`src/rtl/fsb8_if.sv`:
```
// FSB8 multiplexed bus as seen by the peripheral-side target.
// The master modport drives strobes and the AD/AAH8 lines; the slave answers.
interface fsb8_if;
  logic       ale_n;
  logic       cs_n;
  logic       cmd_n;
  logic       typ;
  logic       wr_n;
  logic [7:0] AAH8;
  logic [7:0] AD_in;
  logic [7:0] AD_out;
  logic       AD_oe;
  logic       rdy_n;
  logic       irq_n;

  modport master (
    output ale_n, cs_n, cmd_n, typ, wr_n, AAH8, AD_in,
    input  AD_out, AD_oe, rdy_n, irq_n
  );

  modport slave (
    input  ale_n, cs_n, cmd_n, typ, wr_n, AAH8, AD_in,
    output AD_out, AD_oe, rdy_n, irq_n
  );
endinterface

```
`src/rtl/fsb8_target.sv`:
```
// FSB8 bus target: decodes command/address/data frames, runs one local
// request/ack transfer at a time, and returns data, ready and irq_n to the master.
module fsb8_target #(
  parameter bit         PAE_ENABLE = 1'b0,
  parameter int         ADDR_WIDTH = PAE_ENABLE ? 32 : 24,
  parameter int         IRQ_NUM    = 4,
  parameter logic [7:0] TIMEOUT    = 8'd64
) (
  input  logic                  clk,
  input  logic                  rst,
  fsb8_if.slave                 bus,
  output logic                  mem_req,
  output logic                  mem_we,
  output logic [ADDR_WIDTH-1:0] mem_addr,
  output logic [7:0]            mem_wdata,
  input  logic [7:0]            mem_rdata,
  input  logic                  mem_ack,
  output logic [7:0]            cmd_data,
  output logic [7:0]            cmd_arg,
  output logic                  cmd_valid,
  input  logic [IRQ_NUM-1:0]    irq_src,
  input  logic [IRQ_NUM-1:0]    irq_en,
  output logic                  busy,
  output logic                  err,
  input  logic                  err_clr
);

  typedef enum logic [1:0] {IDLE, WR_REQ, RD_REQ, RESP} state_t;
  typedef logic [ADDR_WIDTH-1:0] addr_t;

  state_t      state, state_nxt;
  logic [7:0]  h8;
  logic [15:0] m16;
  logic [7:0]  tmo_cnt;
  logic [31:0] full_addr;
  logic        idle, in_req, ack_hit, tmo_hit;
  logic        cmd_hit, ale_hit, cs_hit, strobe_any;

  assign idle    = (state == IDLE);
  assign in_req  = (state == WR_REQ) || (state == RD_REQ);
  assign ack_hit = in_req && mem_ack;
  assign tmo_hit = in_req && !mem_ack && (tmo_cnt == TIMEOUT - 8'd1);

  // Strobe priority: cmd_n over ale_n over cs_n, and only while idle.
  assign cmd_hit    = idle && !bus.cmd_n;
  assign ale_hit    = idle && bus.cmd_n && !bus.ale_n;
  assign cs_hit     = idle && bus.cmd_n && bus.ale_n && !bus.cs_n;
  assign strobe_any = !bus.cmd_n || !bus.ale_n || !bus.cs_n;
  assign full_addr  = {h8, m16, bus.AAH8};

  // mem_req is gated by rst so a reset abandons the transfer immediately.
  assign mem_req    = in_req && !rst;
  assign busy       = !idle;
  assign bus.rdy_n  = (state != RESP);
  assign bus.AD_oe  = (state == RESP) && !mem_we;

  always_ff @(posedge clk) begin
    if (rst) state <= IDLE;
    else     state <= state_nxt;
  end

  always_comb begin
    // NOTE: default first so every path assigns state_nxt and no latch is inferred.
    state_nxt = state;
    unique case (state)
      IDLE:           if (cs_hit) state_nxt = bus.wr_n ? RD_REQ : WR_REQ;
      WR_REQ, RD_REQ: if (ack_hit || tmo_hit) state_nxt = RESP;
      RESP:           state_nxt = IDLE;
      default:        state_nxt = IDLE;
    endcase
  end

  always_ff @(posedge clk) begin
    if (rst) begin
      // NOTE: non-blocking assignments for all state so every register samples pre-edge values.
      h8         <= '0;
      m16        <= '0;
      tmo_cnt    <= '0;
      mem_we     <= 1'b0;
      mem_addr   <= '0;
      mem_wdata  <= '0;
      cmd_data   <= '0;
      cmd_arg    <= '0;
      cmd_valid  <= 1'b0;
      err        <= 1'b0;
      bus.AD_out <= '0;
      bus.irq_n  <= 1'b1;
    end else begin
      cmd_valid <= 1'b0;
      bus.irq_n <= ~|(irq_src & irq_en);

      if (cmd_hit) begin
        if (bus.AD_in == 8'h00) begin
          if (PAE_ENABLE) h8 <= bus.AAH8;
        end else begin
          cmd_data  <= bus.AD_in;
          cmd_arg   <= bus.AAH8;
          cmd_valid <= 1'b1;
        end
      end

      if (ale_hit) m16 <= {bus.AAH8, bus.AD_in};

      if (cs_hit) begin
        mem_addr <= addr_t'(full_addr);
        if (!bus.wr_n) begin
          mem_wdata <= bus.AD_in;
          mem_we    <= 1'b1;
        end else begin
          mem_we    <= 1'b0;
        end
      end

      if (in_req && !ack_hit && !tmo_hit) tmo_cnt <= tmo_cnt + 8'd1;
      else                                tmo_cnt <= '0;

      if (state == RD_REQ) begin
        if (ack_hit)      bus.AD_out <= mem_rdata;
        else if (tmo_hit) bus.AD_out <= 8'hFF;
      end

      // A new error outranks a simultaneous clear.
      if (tmo_hit || (busy && strobe_any)) err <= 1'b1;
      else if (err_clr)                    err <= 1'b0;
    end
  end

endmodule
```
`src/flat_wrapper.sv`:
```
// flat-port wrapper written by rule: the top's interface ports become plain ports
module fsb8_target_flat 
#(
  parameter bit         PAE_ENABLE = 1'b0,
  parameter int         ADDR_WIDTH = PAE_ENABLE ? 32 : 24,
  parameter int         IRQ_NUM    = 4,
  parameter logic [7:0] TIMEOUT    = 8'd64
)
  (clk, rst, mem_req, mem_we, mem_addr, mem_wdata, mem_rdata, mem_ack, cmd_data, cmd_arg, cmd_valid, irq_src, irq_en, busy, err, err_clr, bus_ale_n, bus_cs_n, bus_cmd_n, bus_typ, bus_wr_n, bus_AAH8, bus_AD_in, bus_AD_out, bus_AD_oe, bus_rdy_n, bus_irq_n);
  fsb8_if bus_i ();
  input  logic clk;
  input  logic rst;
  output logic mem_req;
  output logic mem_we;
  output logic [ADDR_WIDTH-1:0] mem_addr;
  output logic [7:0] mem_wdata;
  input  logic [7:0] mem_rdata;
  input  logic mem_ack;
  output logic [7:0] cmd_data;
  output logic [7:0] cmd_arg;
  output logic cmd_valid;
  input  logic [IRQ_NUM-1:0] irq_src;
  input  logic [IRQ_NUM-1:0] irq_en;
  output logic busy;
  output logic err;
  input  logic err_clr;
  input wire logic [$bits(bus_i.ale_n)-1:0] bus_ale_n;
  input wire logic [$bits(bus_i.cs_n)-1:0] bus_cs_n;
  input wire logic [$bits(bus_i.cmd_n)-1:0] bus_cmd_n;
  input wire logic [$bits(bus_i.typ)-1:0] bus_typ;
  input wire logic [$bits(bus_i.wr_n)-1:0] bus_wr_n;
  input wire logic [$bits(bus_i.AAH8)-1:0] bus_AAH8;
  input wire logic [$bits(bus_i.AD_in)-1:0] bus_AD_in;
  output wire logic [$bits(bus_i.AD_out)-1:0] bus_AD_out;
  output wire logic [$bits(bus_i.AD_oe)-1:0] bus_AD_oe;
  output wire logic [$bits(bus_i.rdy_n)-1:0] bus_rdy_n;
  output wire logic [$bits(bus_i.irq_n)-1:0] bus_irq_n;
  assign bus_i.ale_n = bus_ale_n;
  assign bus_i.cs_n = bus_cs_n;
  assign bus_i.cmd_n = bus_cmd_n;
  assign bus_i.typ = bus_typ;
  assign bus_i.wr_n = bus_wr_n;
  assign bus_i.AAH8 = bus_AAH8;
  assign bus_i.AD_in = bus_AD_in;
  assign bus_AD_out = bus_i.AD_out;
  assign bus_AD_oe = bus_i.AD_oe;
  assign bus_rdy_n = bus_i.rdy_n;
  assign bus_irq_n = bus_i.irq_n;
  fsb8_target #(.PAE_ENABLE(PAE_ENABLE), .ADDR_WIDTH(ADDR_WIDTH), .IRQ_NUM(IRQ_NUM), .TIMEOUT(TIMEOUT)) u_core (.clk(clk), .rst(rst), .bus(bus_i), .mem_req(mem_req), .mem_we(mem_we), .mem_addr(mem_addr), .mem_wdata(mem_wdata), .mem_rdata(mem_rdata), .mem_ack(mem_ack), .cmd_data(cmd_data), .cmd_arg(cmd_arg), .cmd_valid(cmd_valid), .irq_src(irq_src), .irq_en(irq_en), .busy(busy), .err(err), .err_clr(err_clr));
endmodule
```
`config.mk`:
```
export PLATFORM = sky130hd
export DESIGN_NAME = fsb8_target_flat
export DESIGN_NICKNAME = d
export VERILOG_FILES = /design/src/rtl/fsb8_if.sv /design/src/rtl/fsb8_target.sv /design/src/flat_wrapper.sv
export SDC_FILE = /design/constraint.sdc
export NUM_CORES = 1
export LEC_CHECK = 0
export BUFFER_PORTS_ARGS = -buffer_cell sky130_fd_sc_hd__buf_2
export CAP_MARGIN = 30
export CORE_MARGIN = 2
export CORE_UTILIZATION = 50
export CTS_CLUSTER_DIAMETER = 120
export DETAILED_ROUTE_END_ITERATION = 8
export GPL_ROUTABILITY_DRIVEN = 0
export GPL_TIMING_DRIVEN = 0
export PLACE_DENSITY = 0.85
export SLEW_MARGIN = 20
export SYNTH_ARGS = -nofsm -noshare
export SYNTH_HDL_FRONTEND = slang
export SYNTH_SLANG_ARGS = --single-unit
```
`constraint.sdc`:
```
create_clock -name clk -period 2.32 [get_ports clk]
set_clock_uncertainty 0.05 [all_clocks]
set_input_delay 0.464 -clock clk [delete_from_list [all_inputs] [get_ports clk]]
set_output_delay 0.464 -clock clk [all_outputs]
set_load 0.05 [all_outputs]
```
==> After elaboration in Yosys (flattened, before gate mapping) <==
Cells that the tools add are included.
{ "op_classes": {"n_addsub": 1, "multipliers": 0, "n_div": 0, "order_cmp": 0, "n_eq_ne": 7, "shifts": 0, "n_mux": 10, "n_bitwise": 5, "reduce_logical": 40} }
{ "op_table": {"columns": ["op", "count"], "rows": [
  ["2-to-1 mux 8 bit", 2],
  ["logical AND 1 bit", 13],
  ["zero test 1 bit", 10],
  ["adder 8 x 1 -> 8 bit (second input constant)", 1],
  ["== test 8 x 6 -> 1 bit (second input constant)", 1],
  ["zero test 8 bit", 1],
  ["AND reduction 2 bit", 4],
  ["2-to-1 mux 2 bit", 3],
  ["one-hot mux 2 bit (3 select lines)", 1],
  ["OR reduction 2 bit", 3],
  ["logical OR 1 bit", 5],
  ["AND 4 bit", 1],
  ["== test 2 bit (second input constant)", 2],
  ["2-to-1 mux 1 bit", 4],
  ["!= test 2 bit (second input constant)", 2],
  ["inverter 1 bit", 4],
  ["nonzero test 2 bit", 2],
  ["OR reduction 4 bit", 1],
  ["== test 2 x 1 -> 1 bit (second input constant)", 1],
  ["zero test 2 bit", 1],
  ["!= test 2 x 1 -> 1 bit (second input constant)", 1]
]} }
{ "totals": {"register_bits": 86, "latch_bits": 0, "mem_bits_rw": 0, "romBits": 0, "out_inout_bits": 64, "n_memories": 0} }

==> Logic depth before layout (Yosys ltp) <==
Gate-level depths: netlist of the first run.
{ "logic_depth": {"word_depth": 8, "mapped_depth": 8} }

==> Least setup slack after synthesis of the first run <==
OpenSTA, ideal clock, no wires.
{ "synth_timing": {"path_type": "input-to-output", "startpoint": "input port rst", "endpoint": "output port mem_req", "arrival_ns": 1.540, "required_ns": 1.806, "path_slack_ns": 0.266, "stages": 3, "n_path_buf": 2, "cell_sequence": "clkbuf_1 > clkbuf_1 > nor2b_1"} }
{ "synth_between": {"elab_chain_len": 2} }
{ "synth_lines": {"columns": ["item", "line_no", "rtl"], "rows": [
  ["start, declared", "flat_wrapper.sv:12", "input logic rst;"],
  ["zero test 1 bit", "fsb8_target.sv:52", "assign mem_req = in_req && !rst;"],
  ["logical AND 1 bit", "fsb8_target.sv:52", null],
  ["end, declared", "flat_wrapper.sv:13", "output logic mem_req;"]
]} }
No other way between the ends.

==> Final worst setup path of the first run <==
{ "layout_timing": {"startpoint": "register u_core.state[1]", "endpoint": "output port mem_req"} }
{ "layout_between": {"elab_chain_len": 3, "word_cells_on_any_way": 4, "cone_classes": "eq/ne: 2; reduce/logical: 2"} }
{ "layout_lines": {"columns": ["item", "line_no", "rtl"], "rows": [
  ["start, declared", "fsb8_target.sv:31", "state_t state, state_nxt;"],
  ["start signal, assigned", "fsb8_target.sv:59", "else state <= state_nxt;"],
  ["== test 2 x 1 -> 1 bit / == test 2 bit (equally long branches)", "fsb8_target.sv:40", "assign in_req = (state == WR_REQ) || (state == RD_REQ);"],
  ["logical OR 1 bit (*)", "fsb8_target.sv:40", null],
  ["logical AND 1 bit (*)", "fsb8_target.sv:52", null]
]} }
Mark *: on every way between the ends. The rest lies on a longest branch, timed or not.

==> results of run 1 <==
## path summary, 6_finish.rpt
path | slack [ns] | to | cells past startpoint
worst max register to register | 0.31 | u_core.cmd_arg[3]$_SDFFE_PP0P_ | 8
worst min-delay path | 0.31 | u_core.mem_addr[1]$_SDFFE_PP0P_ | 3
worst min register to register | 0.40 | u_core.mem_addr[20]$_SDFFE_PP0P_ | 2
worst max-delay path | 0.22 | mem_req | 4
## worst max-delay path, delay by kind of cell (launching register included)
family | cells | cell delay, ns
flip-flops | 1 | 0.38
adder cells (fa/ha/maj) | 1 | 0.36
buffers and inverters | 2 | 0.35
AND/OR/NAND/NOR | 1 | 0.15
## stage by stage
step	hold slack, ns	cell area [sq um]	utilization
after floorplan	0.376	3220	-
after CTS	0.291	4000	0.637
after detailed placement	0.393	3830	0.610
after global placement	0.389	3830	0.610
after global routing	0.308	4000	0.637
final	0.310	4000	0.637
## cell families after synthesis
group | count (synthesis) | synth area share
AND/OR/NAND/NOR | 165 | 0.209
flip-flops | 86 | 0.535
AO/OA/AOI/OAI | 82 | 0.148
buffers and inverters | 28 | 0.0350
multiplexers | 12 | 0.0377
XOR/XNOR | 6 | 0.0163
adder cells (fa/ha/maj) | 5 | 0.0194
## sequential cells by signal (all words and copies together), names as in the netlist
| name | cells |
|---|---|
| u_core.mem_addr | 24 |
| u_core.m16 | 16 |
| u_core.bus.AD_out | 8 |
| u_core.cmd_arg | 8 |
| u_core.cmd_data | 8 |
| u_core.mem_wdata | 8 |
| u_core.tmo_cnt | 8 |
| u_core.state | 2 |
| u_core.bus.irq_n | 1 |
| u_core.cmd_valid | 1 |
| u_core.err | 1 |
| u_core.mem_we | 1 |
## Yosys cell counts (2+ instances only)
| library cell | instances | area share |
|---|---|---|
| nand2_1 | 101 | 0.12 |
| dfxtp_1 | 86 | 0.53 |
| a21oi_1 | 55 | 0.086 |
| nor2_1 | 45 | 0.052 |
| clkbuf_1 | 20 | 0.023 |
| mux2i_1 | 11 | 0.034 |
| o21ai_0 | 10 | 0.016 |
| o21a_1 | 8 | 0.019 |
| inv_1 | 6 | 0.0070 |
| ha_1 | 5 | 0.019 |
| nand3_1 | 4 | 0.0062 |
| nor2b_1 | 4 | 0.0078 |
| a22oi_1 | 3 | 0.0070 |
| xnor2_1 | 3 | 0.0082 |
| xor2_1 | 3 | 0.0082 |
| or3_1 | 2 | 0.0039 |
## layer usage
metal | vias to the layer above | routed length (um) | GRT usage
met4 | 0 | 184 | 0.120
met1 | 1414 | 3480 | 0.288
met3 | 16 | 508 | 0.0521
met2 | 114 | 4140 | 0.411
met5 | - | 0 | 0
li1 | 1495 | - | -
## area by class of cell
cell class                      instances  area (sq um)
Multi-Input combinational cell        270          1390
Clock buffer                           10           128
Buffer                                 22          90.1
Inverter                                6          22.5
Fill cell                             564          2280
Tap cell                               77          96.3
Timing Repair Buffer                  102           510
Clock inverter                          6          46.3
Sequential cell                        86          1720
## where the power goes
| group | internal [mW] | leakage, nW | switching (mW) |
|---|---|---|---|
| clock network | 0.395 | 0.0829 | 0.552 |
| registers | 1.62 | 0.699 | 0.0789 |
| logic | 0.315 | 0.994 | 0.816 |
| total | 2.33 | 1.78 | 1.45 |
==> results_dict.tcl, run 1 <==
set metrics [dict create \
    slowest_delay_ns 0.38 \
    layout_commonest_cell "buf_2" \
    grt.total_usage 0.241 \
    synth_area_sq_um 3220 \
    cts_setup_buffers 0 \
    ctsHtreeMaxLevel 3 \
    end_kind "primary output" \
    clk_latency_ns 0.35 \
    fin_ws_ns 0.221 \
    timing.fmax_mhz 476 \
    numPortBuffers 102 \
    ctsResizeCount 0 \
    rsz0062_at_grt "no" \
    syn-num-nets 430 \
    syn_inst 384 \
    tns_ns 0 \
    crit_type "reg2out" \
    stdcell_count 579 \
    fp.coreArea_sq_um 6280 \
    synth_flop_cell "dfxtp_1" \
    drive_gt1_frac 0.243 \
    drcViolationCount 0 \
    grt_pass1_wl_um 13400 \
    arrival_ns 1.59 \
    clk_pin_slew_ns 0.09 \
    ios 105 \
    grt_max_degree 16 \
    max_slew.worst_pin.slew_ns 0.626 \
    r2r_start "u_core.state[0]$_SDFFE_PP0P_" \
    period_share 0.905 \
    cts_buffer_depth 2 \
    slew_violations 0 \
    critPathLaunch "u_core.state[1]$_SDFFE_PP0P_" \
    ir_drop_mv 0.477 \
    die_area_sq_um 7100 \
    power_mw 3.78 \
    firstDrtPassIters 5 \
    viasPerCell 5.25 \
    synth_edf_count 0 \
    numClockSinks 86 \
    min_period_ns 2.10 \
    vias 3039 \
    final_nets 543 \
    cts.hold.buffers_added 0 \
    min_from "bus_AAH8[1]" \
    p_per_area_nw_per_um2 945 \
    post-place-ws_ns -0.0835 \
    antenna_cells 0 \
    maxCapViolCount 0 \
    synth.yosys.seq_area_share 0.535 \
    cts_tree "done" \
    post_drt_wl_per_cell_um 14.4 \
    path_cells "inv_1, ha_1, nor2b_1, buf_2" \
    syn_area_per_cell_sq_um 8.38 \
    antenna_found_initial 0 \
    ys_ff_latch 86 \
    ctsRootBufferMaster "clkbuf_8" \
    synthToLayoutAreaGrowth_pct 24.3 \
    grt_pass1_vias 2861 \
    drt.antenna.violating_nets 0 \
    grt-ovfl-total 0 \
    dp_hpwl_um 6080 \
    finalSetupViolations 0 \
    cp-start-kind "register" \
    wirelength_um 8310 \
    cpMaxStageDelayCell "dfxtp_1" \
    ys_types 34 \
    start_util 0.513 \
    async_flop_share 0 \
    die_h_um 84.2 \
    slew_headroom 0.581 \
    p_leak_nw 1.78 \
    hold_viol_final 0 \
    dieWidth_um 84.2 \
    layout_common_cells "buf_2 (102), nand2_1 (101), dfxtp_1 (86)" \
    drt-initial-drc-count 203 \
    status "finished, final reports clean" \
    hp-class "in2reg" \
    rows 29 \
    yosys_warnings 0 \
    numCtsBuffers 9 \
    cp.required_ns 1.81 \
    dp.cells 563 \
    cp_max_fo 6 \
]
No activity file was read; power rests on OpenSTA's default activity.
==> inputs of run 2 (changes only) <==
Settings changed: CORE_UTILIZATION 50 to 48, PLACE_DENSITY 0.85 to 0.82.
==> results_dict.tcl, run 2 (same netlist as run 1, synthesis figures left out) <==
set metrics [dict create \
    crit_path_end "mem_req" \
    status "finished with violations" \
    grt_max_degree 17 \
    max_slew.worst_pin.slew_ns 0.609 \
    cts_tree "done" \
    worst-r2r-setup-slack_ns 0.28 \
    die_h_um 85.9 \
    fin_area_sq_um 4010 \
    drive_gt1_frac 0.245 \
    maxCapViolCount 0 \
    dp_hpwl_um 5900 \
    timing.fmax_mhz 472 \
    wirelength_um 7920 \
    hp-class "in2reg" \
    p_leak_nw 1.78 \
    layout_common_cells "buf_2 (102), nand2_1 (101), dfxtp_1 (86)" \
    end_kind "primary output" \
    ctsRootBufferMaster "clkbuf_8" \
    cts.hold.buffers_added 0 \
    stdcell_count 579 \
    numCtsBuffers 9 \
    drt-initial-drc-count 207 \
    die_area_sq_um 7380 \
    fp.coreArea_sq_um 6420 \
    layout_commonest_cell "buf_2" \
    met2_usage 0.361 \
    violations "design-rule violations" \
    period_share 0.913 \
    dp.cells 563 \
    numPortBuffers 102 \
    top_register "u_core.mem_addr" \
    grt.busiest_layer "met2" \
    cp-start-kind "register" \
    ctsResizeCount 0 \
    grt_use_met1 0.282 \
    dieWidth_um 85.9 \
    min_period_ns 2.12 \
    rows 29 \
    power_mw 3.79 \
    cp.required_ns 1.81 \
    place_area_sq_um 3830 \
    slew_headroom 0.592 \
    numClockSinks 86 \
    reg2regPathDepth 8 \
    crit_type "reg2out" \
    r2r-end "u_core.cmd_arg[5]$_SDFFE_PP0P_" \
    post-place-ws_ns -0.0449 \
    antenna_cells 0 \
    fin_ws_ns 0.201 \
    r2r_start "u_core.state[0]$_SDFFE_PP0P_" \
    ir_drop_mv 0.421 \
    cts_setup_buffers 0 \
    viasPerCell 5.12 \
    cp_max_fo 6 \
    antenna_found_initial 0 \
    grt.total_usage 0.217 \
    critPathLaunch "u_core.state[1]$_SDFFE_PP0P_" \
    post_drt_wl_per_cell_um 13.7 \
    grt_pass1_wl_um 12700 \
    ctsHtreeMaxLevel 3 \
    cts_buffer_depth 2 \
    grt-ovfl-total 0 \
    grt_pass1_vias 2750 \
    arrival_ns 1.61 \
    drt.antenna.violating_nets 0 \
    rsz0062_at_grt "no" \
    utilization 0.624 \
    clk_latency_ns 0.35 \
    multi_input_comb_area_sq_um 1390 \
    vias 2962 \
    hold_viol_final 0 \
    clk_pin_slew_ns 0.09 \
    p_per_area_nw_per_um2 946 \
    start_util 0.501 \
    largest_registers "u_core.mem_addr: 24 flops, u_core.m16: 16 flops" \
    synthToLayoutAreaGrowth_pct 24.4 \
    min_delay_path_depth 3 \
    finalSetupViolations 0 \
    fill_cells 579 \
    largest_reg_flops 24 \
    grt.met3_usage 0.0491 \
    firstDrtPassIters 6 \
    ios 105 \
    drcViolationCount 6 \
    slew_violations 0 \
    final_nets 543 \
    seq_area_sq_um 1720 \
]
[run 2: cell types whose count changed in the layout (fill, tap and decap cells not counted), sizes merged]
| cell | delta |
|---|---|
| inv | +2 |
| clkbuf | -1 |
| clkinv | -1 |
[run 2: worst min-delay path by stage]
stage / startpoint / to / slack [ns]
2_1_floorplan: u_core.tmo_cnt[0]$_SDFF_PP0_ / u_core.tmo_cnt[0]$_SDFF_PP0_ / 0.38
3_3_place_gp: u_core.tmo_cnt[0]$_SDFF_PP0_ / u_core.tmo_cnt[0]$_SDFF_PP0_ / 0.39
3_5_place_dp: u_core.mem_addr[14]$_SDFFE_PP0P_ / u_core.mem_addr[14]$_SDFFE_PP0P_ / 0.39
6_report: bus_AAH8[2] / u_core.m16[10]$_SDFFE_PP0P_ / 0.31
5_1_grt: bus_AAH8[5] / u_core.m16[13]$_SDFFE_PP0P_ / 0.31
4_1_cts: bus_AAH8[2] / u_core.m16[10]$_SDFFE_PP0P_ / 0.31
[run 2: area by class of cell]
class,instances,share of cell area
sequential,86,0.430
multi-input combinational,270,0.346
timing repair buffer,102,0.127
clock buffer,9,0.0309
tap,77,0.0241
buffer,22,0.0225
clock inverter,7,0.0137
inverter,6,0.00562
[run 2: metrics by stage]
step                hold WS [ns]  setup TNS (ns)
floorplan                  0.376               0
global placement           0.389          -0.147
detailed placement         0.393          -0.136
CTS                        0.306               0
global route               0.310               0
finish                     0.313               0
[run 2: routing by layer]
metal,share of wire,vias up
li1,-,1486
met1,0.44,1377
met2,0.49,89
met3,0.068,10
met4,0.011,0
met5,0,-
[run 2: worst max-delay path, stage by stage, from the launching register on]
cell     delay, ns
dfxtp_1       0.39
inv_1         0.08
ha_1          0.36
nor2b_1       0.15
buf_2         0.28
[run 2: where the power goes]
group | total, mW | internal [mW] | leakage, nW | switching, mW
logic | 1.13 | 0.315 | 0.994 | 0.811
clock network | 0.958 | 0.400 | 0.0866 | 0.558
registers | 1.70 | 1.62 | 0.699 | 0.0806
total | 3.79 | 2.34 | 1.78 | 1.45
==> inputs of run 3 (changes only) <==
Settings changed: PLACE_DENSITY 0.82 to default, PLACE_DENSITY_LB_ADDON from default to 0.05.
Clock period 2.32 ns to 2.6 ns, I/O delays scaled along.
==> results_dict.tcl, run 3 (same netlist as run 1, synthesis figures left out) <==
set metrics [dict create \
    grt_pass1_wl_um 12500 \
    start_util 0.501 \
    hold_viol_final 0 \
    period_share 0.836 \
    cp.required_ns 2.03 \
    firstDrtPassIters 7 \
    crit_type "reg2out" \
    min_from "bus_AAH8[0]" \
    dp_hpwl_um 5670 \
    grt-ovfl-total 0 \
    post_drt_wl_per_cell_um 13.4 \
    cpMaxStageDelayCell "dfxtp_1" \
    p_leak_nw 1.79 \
    stdcell_count 579 \
    fp.coreArea_sq_um 6420 \
    layout_commonest_cell "buf_2" \
    max_slew.worst_pin.slew_ns 0.666 \
    worst-r2r-setup-slack_ns 0.52 \
    timing.fmax_mhz 460 \
    largest_reg_flops 24 \
    grt.total_usage 0.217 \
    slowest_delay_ns 0.40 \
    path_cells "inv_1, ha_1, nor2b_1, buf_2" \
    ctsHtreeMaxLevel 3 \
    r2r_start "u_core.state[0]$_SDFFE_PP0P_" \
    drt.antenna.violating_nets 0 \
    status "finished with violations" \
    dp.cells 563 \
    vias 2911 \
    p_per_area_nw_per_um2 846 \
    finalSetupViolations 0 \
    clockPowerShare 0.259 \
    cp_max_fo 6 \
    maxCapViolCount 0 \
    clk_pin_slew_ns 0.08 \
    wirelength_um 7780 \
    ctsRootBufferMaster "clkbuf_8" \
    numPortBuffers 102 \
    antenna_cells 0 \
    arrival_ns 1.60 \
    cts_setup_buffers 0 \
    hold_end "u_core.m16[8]$_SDFFE_PP0P_" \
    min_delay_path_depth 3 \
    cts.hold.buffers_added 0 \
    switching_share 0.372 \
    slew_violations 0 \
    slew_headroom 0.554 \
    ios 105 \
    final_nets 543 \
    numCtsBuffers 9 \
    antenna_found_initial 0 \
    ctsResizeCount 0 \
    drcViolationCount 6 \
    tns_ns 0 \
    drive_gt1_frac 0.243 \
    reg2regPathDepth 8 \
    cp-start-kind "register" \
    layout_common_cells "buf_2 (102), nand2_1 (101), dfxtp_1 (86)" \
    synthToLayoutAreaGrowth_pct 24.6 \
    end_kind "primary output" \
    violations "design-rule violations" \
    viasPerCell 5.03 \
    p_seq_frac 0.447 \
    grt_max_degree 15 \
    cts_tree "done" \
    clk_latency_ns 0.35 \
    hp-class "in2reg" \
    r2r-end "u_core.cmd_arg[6]$_SDFFE_PP0P_" \
    ir_drop_mv 0.476 \
    cts_buffer_depth 2 \
    netSwitchingPower_mw 1.26 \
    numClockSinks 86 \
    rows 29 \
    die_h_um 85.9 \
    largest_registers "u_core.mem_addr: 24 flops, u_core.m16: 16 flops" \
    die_area_sq_um 7380 \
    dieWidth_um 85.9 \
    min_period_ns 2.17 \
    pwr-share-comb 0.294 \
    internal-power_mw 2.13 \
    hold_ws_ns 0.375 \
    top_register "u_core.mem_addr" \
    drt-initial-drc-count 156 \
    rsz0062_at_grt "no" \
    grt_pass1_vias 2561 \
]
run 3: cell types whose count changed in the layout (fill, tap and decap cells not counted):
cell / previous run / this run
clkbuf_8: 9 / 11
clkinvlp_4: 2 / 1
clkbuf_1: 20 / 21
inv_6: 3 / 1
run 3: power groups by stage:
| stage | sequential (mW) | clock (mW) | combinational, mW |
|---|---|---|---|
| floorplan | 1.85 | 0 | 0.448 |
| global placement | 1.54 | 0 | 0.993 |
| detailed placement | 1.55 | 0 | 1.00 |
| CTS | 1.52 | 0.892 | 1.00 |
| global route | 1.53 | 0.948 | 1.08 |
| finish | 1.52 | 0.877 | 0.998 |
run 3: layout make-up:
cell class / instances / area (sq um)
clock inverters: 4 / 30.0
multi-input cells: 270 / 1390
inverters: 6 / 22.5
repair buffers: 102 / 510
well taps: 77 / 96.3
clock buffers: 12 / 155
plain buffers: 22 / 90.1
fillers: 626 / 2410
flip-flops and latches: 86 / 1720
run 3: worst max-delay path by stage:
stage	slack, ns	end	startpoint	cells after the start
final	0.43	mem_req	u_core.state[1]$_SDFFE_PP0P_	4
after global routing	0.33	mem_req	u_core.state[1]$_SDFFE_PP0P_	4
after CTS	0.41	mem_req	u_core.state[1]$_SDFFE_PP0P_	4
after detailed placement	0.13	u_core.cmd_arg[6]$_SDFFE_PP0P_	bus_AD_in[4]	6
after global placement	0.15	u_core.cmd_arg[3]$_SDFFE_PP0P_	bus_AD_in[4]	6
after floorplan	0.43	mem_req	rst	3
run 3: per-layer routing:
metal	global-route usage	up-vias	part of all wire
met3	0.0462	9	0.070
met4	0.0794	0	0.013
met5	0	-	0
met1	0.307	1327	0.48
met2	0.326	87	0.44
li1	-	1488	-
run 3: through the flow:
| stage | setup slack, ns | util | power (mW) | cell area, sq um |
|---|---|---|---|---|
| after global routing | 0.326 | 0.625 | 3.56 | 4010 |
| after global placement | 0.154 | 0.596 | 2.54 | 3830 |
| after CTS | 0.412 | 0.625 | 3.41 | 4010 |
| after detailed placement | 0.125 | 0.596 | 2.55 | 3830 |
| final | 0.428 | 0.625 | 3.39 | 4010 |
| after floorplan | 0.434 | - | 2.29 | 3220 |
run 3: critical path, delay by kind of cell, from the launching register on:
family / cells / cell delay (ns)
fa+ha+maj: 1 / 0.36
flops: 1 / 0.40
buf+inv: 2 / 0.35
simple gates: 1 / 0.15
